## src/rtl/multi_operand_adder_stream.sv

```systemverilog
// Streaming adder: sums N_OPS packed operands through a PIPE_STAGES-deep
// valid/ready pipeline, with wrap or saturate result and an overflow flag.
module multi_operand_adder_stream #(
  parameter int DWIDTH      = 32,
  parameter int N_OPS       = 2,
  parameter int SIGNED      = 0,
  parameter int SATURATE    = 0,
  parameter int PIPE_STAGES = 1
) (
  input  logic                    clk,
  input  logic                    rst,
  input  logic [N_OPS*DWIDTH-1:0] din,
  input  logic                    din_valid,
  output logic                    din_ready,
  output logic [DWIDTH-1:0]       dout,
  output logic                    dout_ovf,
  output logic                    dout_valid,
  input  logic                    dout_ready,
  output logic [31:0]             txn_count
);

  localparam int LOGN = $clog2(N_OPS);
  localparam int EW   = DWIDTH + LOGN;

  logic [PIPE_STAGES-1:0] stage_valid;
  logic [EW-1:0]          stage_sum [PIPE_STAGES];
  logic [PIPE_STAGES-1:0] advance;
  logic                   room;
  logic [DWIDTH-1:0]      op_k;
  logic [EW-1:0]          op_ext;
  logic [EW-1:0]          in_sum;
  logic [EW-1:0]          result;
  logic                   take;

  // Exact sum in EW bits; this width cannot overflow for N_OPS operands.
  always_comb begin
    in_sum = '0;
    op_k   = '0;
    op_ext = '0;
    for (int k = 0; k < N_OPS; k++) begin
      op_k = din[k*DWIDTH +: DWIDTH];
      if (SIGNED != 0) op_ext = {{LOGN{op_k[DWIDTH-1]}}, op_k};
      else             op_ext = {{LOGN{1'b0}}, op_k};
      in_sum = in_sum + op_ext;
    end
  end

  // A stage moves on if any later stage is empty or the output is taken;
  // scanning from the tail keeps this free of a combinational self-loop.
  always_comb begin
    advance = '0;
    room    = dout_ready;
    for (int i = PIPE_STAGES - 1; i >= 0; i--) begin
      advance[i] = stage_valid[i] && room;
      room       = room || !stage_valid[i];
    end
  end

  assign din_ready = rst && (!stage_valid[0] || advance[0]);
  assign take      = din_valid && din_ready;

  always_ff @(posedge clk) begin
    if (!rst) begin
      stage_valid <= '0;
      for (int i = 0; i < PIPE_STAGES; i++) stage_sum[i] <= '0;
      txn_count   <= '0;
    end else begin
      if (take) begin
        stage_valid[0] <= 1'b1;
        stage_sum[0]   <= in_sum;
      end else if (advance[0]) begin
        stage_valid[0] <= 1'b0;
      end
      for (int i = 1; i < PIPE_STAGES; i++) begin
        if (advance[i-1]) begin
          stage_valid[i] <= 1'b1;
          stage_sum[i]   <= stage_sum[i-1];
        end else if (advance[i]) begin
          stage_valid[i] <= 1'b0;
        end
      end
      if (dout_valid && dout_ready) txn_count <= txn_count + 32'd1;
    end
  end

  assign dout_valid = stage_valid[PIPE_STAGES-1];
  assign result     = stage_sum[PIPE_STAGES-1];

  // Range check and clamp act on the held last-stage sum, so dout stays stable during stalls.
  always_comb begin
    dout     = result[DWIDTH-1:0];
    dout_ovf = 1'b0;
    if (SIGNED != 0) begin
      dout_ovf = !((&result[EW-1:DWIDTH-1]) || !(|result[EW-1:DWIDTH-1]));
      if (SATURATE != 0 && dout_ovf)
        dout = result[EW-1] ? {1'b1, {(DWIDTH-1){1'b0}}} : {1'b0, {(DWIDTH-1){1'b1}}};
    end else begin
      dout_ovf = |result[EW-1:DWIDTH];
      if (SATURATE != 0 && dout_ovf) dout = '1;
    end
  end

endmodule

```

## config.mk

```make
export PLATFORM = sky130hd
export DESIGN_NAME = multi_operand_adder_stream
export DESIGN_NICKNAME = d
export VERILOG_FILES = /design/src/rtl/multi_operand_adder_stream.sv
export SDC_FILE = /design/constraint.sdc
export NUM_CORES = 1
export LEC_CHECK = 0
export BUFFER_PORTS_ARGS = -buffer_cell sky130_fd_sc_hd__buf_2
export CORE_ASPECT_RATIO = 0.75
export CORE_UTILIZATION = 47
export DETAILED_ROUTE_END_ITERATION = 7
export PLACE_DENSITY_LB_ADDON = 0.3
export SYNTH_ARGS = -nofsm -noshare
export SYNTH_HDL_FRONTEND = slang
export SYNTH_SLANG_ARGS = --single-unit
```

## constraint.sdc

```tcl
create_clock -name clk -period 3 [get_ports clk]
set_input_delay 0.6 -clock clk [delete_from_list [all_inputs] [get_ports clk]]
set_output_delay 0.6 -clock clk [all_outputs]
set_load 0.05 [all_outputs]
```

==> summary.md, run 1 <==
| Metric | Value |
|---|---|
| Status | complete, no violations |
| Worst Tran Pin Value | 819 ps |
| Fin Hold WS | 504 ps |
| Maximum clock frequency | 361 MHz |
| Setup crit end kind | flip-flop |
| CTS sink cnt | 66 |
| Final Net Count | 720 |
| Xor and xnor area share after synthesis | 10.5% |
| Core area | 8710 sq um |
| Critical Path Source Type | primary input |
| Post-synthesis mux area share | 0.460% |
| Slowest-stage cell, CP | fa_1 |
| DR vias/cell | 5.46 |
| Clock buffer count from CTS | 9 |
| Unrepaired setup endpoints after global routing | no |
| Cell Int Power | 1.98 mW |
| MaxCap Viol Count | 0 |
| Leak | 2.55 nW |
| Post-route ant nets | 0 |
| Seq cells post-synth | 66 |
| Combinational Power Share | 25.2% |
| Final Util | 63.4% |
| Worst Hold Class | flip-flop to flip-flop |
| First-pass GRT wire length | 16.9 mm |
| M1 GR Usage | 29.5% |
| Vias | 3992 |
| Die Area | 9640 sq um |
| Initial antenna violation count | 0 |
| Syn nets | 573 |
| FFs w/ async S/R, synth | 0% |
| Net Switching | 0.888 mW |
| M2 GR Usage | 36.4% |
| Dominant cell type by area after synthesis | edfxtp_1 |
| All-Layer GR Usage | 22.1% |
| Gr busiest metal | met2 |
| Final wirelength | 10.5 mm |
| Clock share of power | 39.4% |
| I/O Pins | 135 |
| Number of I/O port buffers | 134 |
| Worst-path maximum fanout | 4 |
| Worst Setup Path Type | primary input to flip-flop |
| Clock tree buffer depth | 2 |
| CP max stage delay | 400 ps |
| Avg Cell Area, Syn | 9.23 sq um |
| # setup viols final | 0 |
| Largest net degree at the start of global routing | 34 |
| Max VDD drop | 0.252 mV |
| Placed cells | 715 |
| Synth Area in Compound Gates | 15.7% |
| Die width | 113 microns |
| Most frequent cell after synthesis | nor2_1 |
| Worst skew pair latency | 330 ps |
| Starting density of the core | 49.9% |
| H-tree Lvls | 3 |
| Register area share after synthesis | 38.0% |
| Grt met3 use | 3.79% |
| Buf/Inv on CP | 1 |
| Post-synth EDFFs | 33 |
| Yosys warnings | 0 |
| Sequential Power Share | 35.4% |
| Fin cells | 731 |
| Cell family with most CP delay | compound AO/OA/AOI/OAI gates |
| Final Cycle Share | 92.2% |
| # Post-CTS Setup Buffers | 0 |
| Ranking of synthesized cells by area | edfxtp_1 (23%), dfxtp_1 (15%), ha_1 (9.5%) |
| CP Cell Sequence | buf_2 > ha_1 > fa_1 > a21oi_1 > nand4b_1 > a311oi_1 > nor3_2 > a31oi_1 > a41oi_1 > xor2_1 > nor2_1 |
| Synthesis-to-layout area growth | 27.0% |
| Drt pass-1 iters | 4 |
| Slew Viols, Final | 0 |
| Netlist cell types | 59 |
| Dpl ws | -193 ps |
| Switch share | 31.0% |
| # rows | 29 |
| WL/cell | 14.4 microns |
| Post-Syn Instances | 471 |
| Final Hold Viols | 0 |
| Gpl congestion | 0.896 |
| CTS tree | yes |
| Main combinational cell family by area after synthesis | simple AND/OR/NAND/NOR gates |
| Main flop type after synthesis | edfxtp_1 |
| Fillers | 771 |
| Headroom to the max-slew limit | 45.2% |
| Critical Path AT | 2830 ps |
| GRT Residual Overflow | 0 |
| Total Power | 2.86 mW |
| Clk slew on worst S/H paths | 60 ps |
| Vias in the first global route | 3659 |
| 1st-iter DRT viols | 192 |
| Layout cells sized above 1 | 28.7% |
| P per Cell Area | 519 nW/um^2 |
| Post-synth top cells | nor2_1 (42), nand2_1 (37) |
| Post-Synth Adder-Cell Area | 9.96% |
| Layout Skew | 6.60 ps |
| Final worst slack | 233 ps |
| Height of the die | 85.3 microns |
| Area share of the largest cell type after synthesis | 22.8% |
| Crit path required time | 3070 ps |
| Synth Cell Area | 4350 sq um |
| CTS root buf | clkbuf_16 |
| Period minus WS final | 2770 ps |
| # diodes | 0 |
| # DRC | 0 |
| Synth Area in Simple Gates | 22.3% |
| DPL Wire Length | 8.10 mm |
[path summary, 6_finish.rpt]
path         cells past startpoint                  startpoint                             end  slack, ps
max                             11                      din[0]  stage_sum[0][30]$_SDFFCE_PN0P_        230
min                              2  txn_count[20]$_SDFFE_PN0P_      txn_count[20]$_SDFFE_PN0P_        500
max reg2reg                      8  txn_count[11]$_SDFFE_PN0P_      txn_count[28]$_SDFFE_PN0P_        570
min reg2reg                      2  txn_count[20]$_SDFFE_PN0P_      txn_count[20]$_SDFFE_PN0P_        500
[layout make-up]
cell class | instances | area, sq um | share of cell area (%)
Multi-Input combinational cell | 381 | 2570 | 46.5
Sequential cell | 66 | 1650 | 29.9
Timing Repair Buffer | 152 | 806 | 14.6
Clock buffer | 12 | 300 | 5.44
Tap cell | 108 | 135 | 2.45
Clock inverter | 4 | 32.5 | 0.589
Inverter | 8 | 30.0 | 0.544
[worst reg2reg max path: cells and delay by family (launching register included)]
| kind | cells | cell delay [ps] |
|---|---|---|
| and+or+nand+nor | 7 | 1790 |
| DFF | 1 | 410 |
| xor gates and xnor gates | 1 | 130 |
[layer usage]
layer	wire, microns	vias to the layer above
met5	0	-
met4	153	0
met3	527	13
met2	4740	130
met1	5080	1846
li1	-	2003
[stage by stage]
stage          cell area, sq um  setup TNS, ps
2_1_floorplan              4350              0
4_1_cts                    5520              0
5_1_grt                    5520              0
6_report                   5520              0
3_3_place_gp               5180           -169
3_5_place_dp               5180           -383
[kinds of logic (layout without fill, tap and decap cells)]
group | count (synthesis) | in the layout
AOI/OAI and AO/OA | 106 | 106
xor gates and xnor gates | 52 | 52
adders and majority gates | 34 | 34
buffers and inverters | 24 | 176
DFF | 66 | 66
muxes | 2 | 2
and+or+nand+nor | 187 | 187
[power groups by stage]
stage / clock [mW] / combinational (mW) / sequential [mW]
floorplan: 0 / 0.361 / 1.20
global placement: 0 / 0.704 / 1.03
detailed placement: 0 / 0.712 / 1.03
CTS: 1.15 / 0.717 / 1.01
global route: 1.19 / 0.781 / 1.02
finish: 1.13 / 0.721 / 1.01
[what timing repair did]
action	4_1_cts	5_1_grt
setup endpoints to repair	0	1
gates resized for setup	0	1
hold buffers	0	0
[placed cells by master (no fill, tap or decap), drive strengths merged, types with 2 or more instances in the layout]
| cell type | instances |
|---|---|
| inv | 11 |
| dfxtp | 33 |
| clkbuf | 12 |
| xor2 | 19 |
| a21boi | 8 |
| nand2 | 37 |
| nor3 | 7 |
| a211oi | 2 |
| o21bai | 3 |
| xnor2 | 33 |
| nor2b | 5 |
| buf | 152 |
| o211ai | 2 |
| o21a | 3 |
| mux2i | 2 |
| a221o | 2 |
| or4 | 3 |
| o21ai | 22 |
| a31oi | 7 |
| or3 | 8 |
| and3 | 11 |
| nand3 | 21 |
| a221oi | 3 |
| o31ai | 2 |
| a21oi | 32 |
| nand4 | 11 |
| nand2b | 2 |
| ha | 33 |
| nor4 | 3 |
| edfxtp | 33 |
| or2 | 2 |
| nor2 | 42 |
| and2 | 33 |
| a21o | 12 |
[flip-flops by register name, indices dropped and copies added, names as in the netlist]
register,cells
stage_sum,33
txn_count,32
dout_valid,1
Note: power is estimated with default switching activity, not from simulation.
==> run 2, diff against run 1 <==
- CORE_ASPECT_RATIO: 0.75 -> 1.2
==> run 2 against run 1 <==
Worst hold slack worse by 6.3 ps. Via count increased by 1.3%. Sequential share of layout area is 0.86 points higher. Sequential power is essentially flat. Worst setup slack improved by 32 ps. Clock skew up 4.5 ps. Maximum frequency up 1.2%. Core utilization fell by 4.0 points. Non-clock buffer count decreased by 2. Critical path type unchanged. Critical endpoint unchanged. Largest power group is now sequential cells. Highest routed layer unchanged.
==> summary.md, run 2 (synthesized netlist as in run 1, its figures left out) <==
| Metric | Value |
|---|---|
| Headroom to the max-slew limit | 68.8% |
| Layout Skew | 11.1 ps |
| Largest Register | stage_sum |
| Largest net degree at the start of global routing | 37 |
| CTS tree | yes |
| Core area | 9030 sq um |
| Gpl congestion | 0.955 |
| Vias | 4042 |
| Drt pass-1 iters | 4 |
| Initial antenna violation count | 0 |
| Final wirelength | 10.3 mm |
| Number of I/O port buffers | 134 |
| DR vias/cell | 5.45 |
| Worst skew pair latency | 340 ps |
| WL/cell | 13.9 microns |
| Worst Setup Path Type | primary input to flip-flop |
| DP Area | 5180 sq um |
| 1st-iter DRT viols | 145 |
| Max VDD drop | 0.207 mV |
| Max reg flops | 33 |
| Combinational Power Share | 29.4% |
| Most common cell after layout, fill and taps aside | buf_2 |
| Setup crit end kind | flip-flop |
| Final Util | 59.4% |
| Most frequent cells in the layout | buf_2 (134), nor2_1 (42), nand2_1 (36) |
| P per Cell Area | 454 nW/um^2 |
| R2R cell count | 8 |
| Slew Viols, Final | 0 |
| Critical Path AT | 2830 ps |
| Final Cycle Share | 91.2% |
| Slowest-stage cell, CP | fa_1 |
| Layout cells sized above 1 | 27.9% |
| Crit path required time | 3090 ps |
| Height of the die | 107 microns |
| Sequential Power Share | 41.6% |
| All-Layer GR Usage | 21.5% |
| Post-route cell area | 5370 sq um |
| Final Net Count | 718 |
| DPL Wire Length | 7.97 mm |
| Final Hold Viols | 0 |
| Die width | 89.8 microns |
| Vias in the first global route | 3883 |
| # DRC | 0 |
| Worst Hold Class | flip-flop to flip-flop |
| Leak | 2.46 nW |
| Total Power | 2.44 mW |
| # rows | 38 |
| Post-route ant nets | 0 |
| Status | complete, no violations |
| Fin Hold WS | 498 ps |
| Unrepaired setup endpoints after global routing | no |
| # setup viols final | 0 |
| Worst Tran Pin Value | 469 ps |
| CP max stage delay | 390 ps |
| Cell Int Power | 1.61 mW |
| Starting density of the core | 48.1% |
| First-pass GRT wire length | 16.8 mm |
| Fillers | 831 |
| Clock tree buffer depth | 2 |
| Clk slew on worst S/H paths | 80 ps |
| Net Switching | 0.829 mW |
| Maximum clock frequency | 366 MHz |
| # hold bufs at CTS | 0 |
| Worst-path maximum fanout | 4 |
| CTS sink cnt | 66 |
| # Post-CTS Setup Buffers | 0 |
| Period minus WS final | 2730 ps |
| I/O Pins | 135 |
| Clock buffer count from CTS | 9 |
| CP Cell Sequence | buf_2 > ha_1 > fa_1 > a21oi_1 > nand4b_1 > a311oi_1 > nor3_1 > a31oi_1 > a41oi_1 > xor2_1 > nor2_1 |
| CTS resizes | 0 |
| Hold path depth | 2 |
| Die Area | 9640 sq um |
| # diodes | 0 |
| Clock share of power | 28.9% |
| GRT Residual Overflow | 0 |
| Switch share | 34.0% |
| CTS root buf | clkbuf_8 |
| Synthesis-to-layout area growth | 23.4% |
| H-tree Lvls | 3 |
| Critical Path Source Type | primary input |
| MaxCap Viol Count | 0 |
[run 2: changes by cell type in the layout (fill, tap and decap cells not counted), moves of 2 or more]
cell | before | now
buf_4 | 18 | 16
inv_6 | 2 | 0
clkbuf_1 | 0 | 3
clkbuf_16 | 12 | 1
clkbuf_8 | 0 | 9
[run 2: power groups by stage]
stage | Combinational, mW | Clock [mW] | Sequential [mW]
3_3_place_gp | 0.699 | 0 | 1.03
3_5_place_dp | 0.710 | 0 | 1.03
6_report | 0.718 | 0.705 | 1.01
5_1_grt | 0.778 | 0.754 | 1.02
2_1_floorplan | 0.361 | 0 | 1.20
4_1_cts | 0.715 | 0.723 | 1.02
[run 2: final cells by class]
class | instances | area [sq um] | share of cell area (%)
Clock buffer | 13 | 160 | 2.98
Tap cell | 120 | 150 | 2.80
Sequential cell | 66 | 1650 | 30.8
Inverter | 8 | 30.0 | 0.560
Multi-Input combinational cell | 381 | 2560 | 47.7
Clock inverter | 3 | 22.5 | 0.420
Timing Repair Buffer | 150 | 791 | 14.7
[run 2: metrics by stage]
| stage | setup slack [ps] | instances | TNS (ps) |
|---|---|---|---|
| 2_1_floorplan | 148 | 471 | 0 |
| 3_3_place_gp | 14.8 | 725 | 0 |
| 3_5_place_dp | -81.6 | 725 | -81.6 |
| 4_1_cts | 260 | 741 | 0 |
| 5_1_grt | 102 | 741 | 0 |
| 6_report | 265 | 741 | 0 |
[run 2: worst paths after layout]
check	endpoint	startpoint	slack, ps
setup reg to reg	txn_count[26]$_SDFFE_PN0P_	txn_count[11]$_SDFFE_PN0P_	570
hold / removal	txn_count[20]$_SDFFE_PN0P_	txn_count[20]$_SDFFE_PN0P_	500
hold reg to reg	txn_count[20]$_SDFFE_PN0P_	txn_count[20]$_SDFFE_PN0P_	500
setup / recovery	stage_sum[0][30]$_SDFFCE_PN0P_	din[0]	270
[run 2: layer usage]
metal	vias to the layer above	share of wire, %	global-route usage, %
met2	149	51	40.1
met3	17	5.5	4.24
met4	0	1.4	7.26
met1	1888	42	24.3
met5	-	0	0
li1	1988	-	-
[run 2: critical path, delay by kind of cell]
family	cells	cell delay, ps
compound gates	4	780
fa+ha+maj	2	610
simple gates	3	570
xor+xnor	1	180
buf+inv	1	100
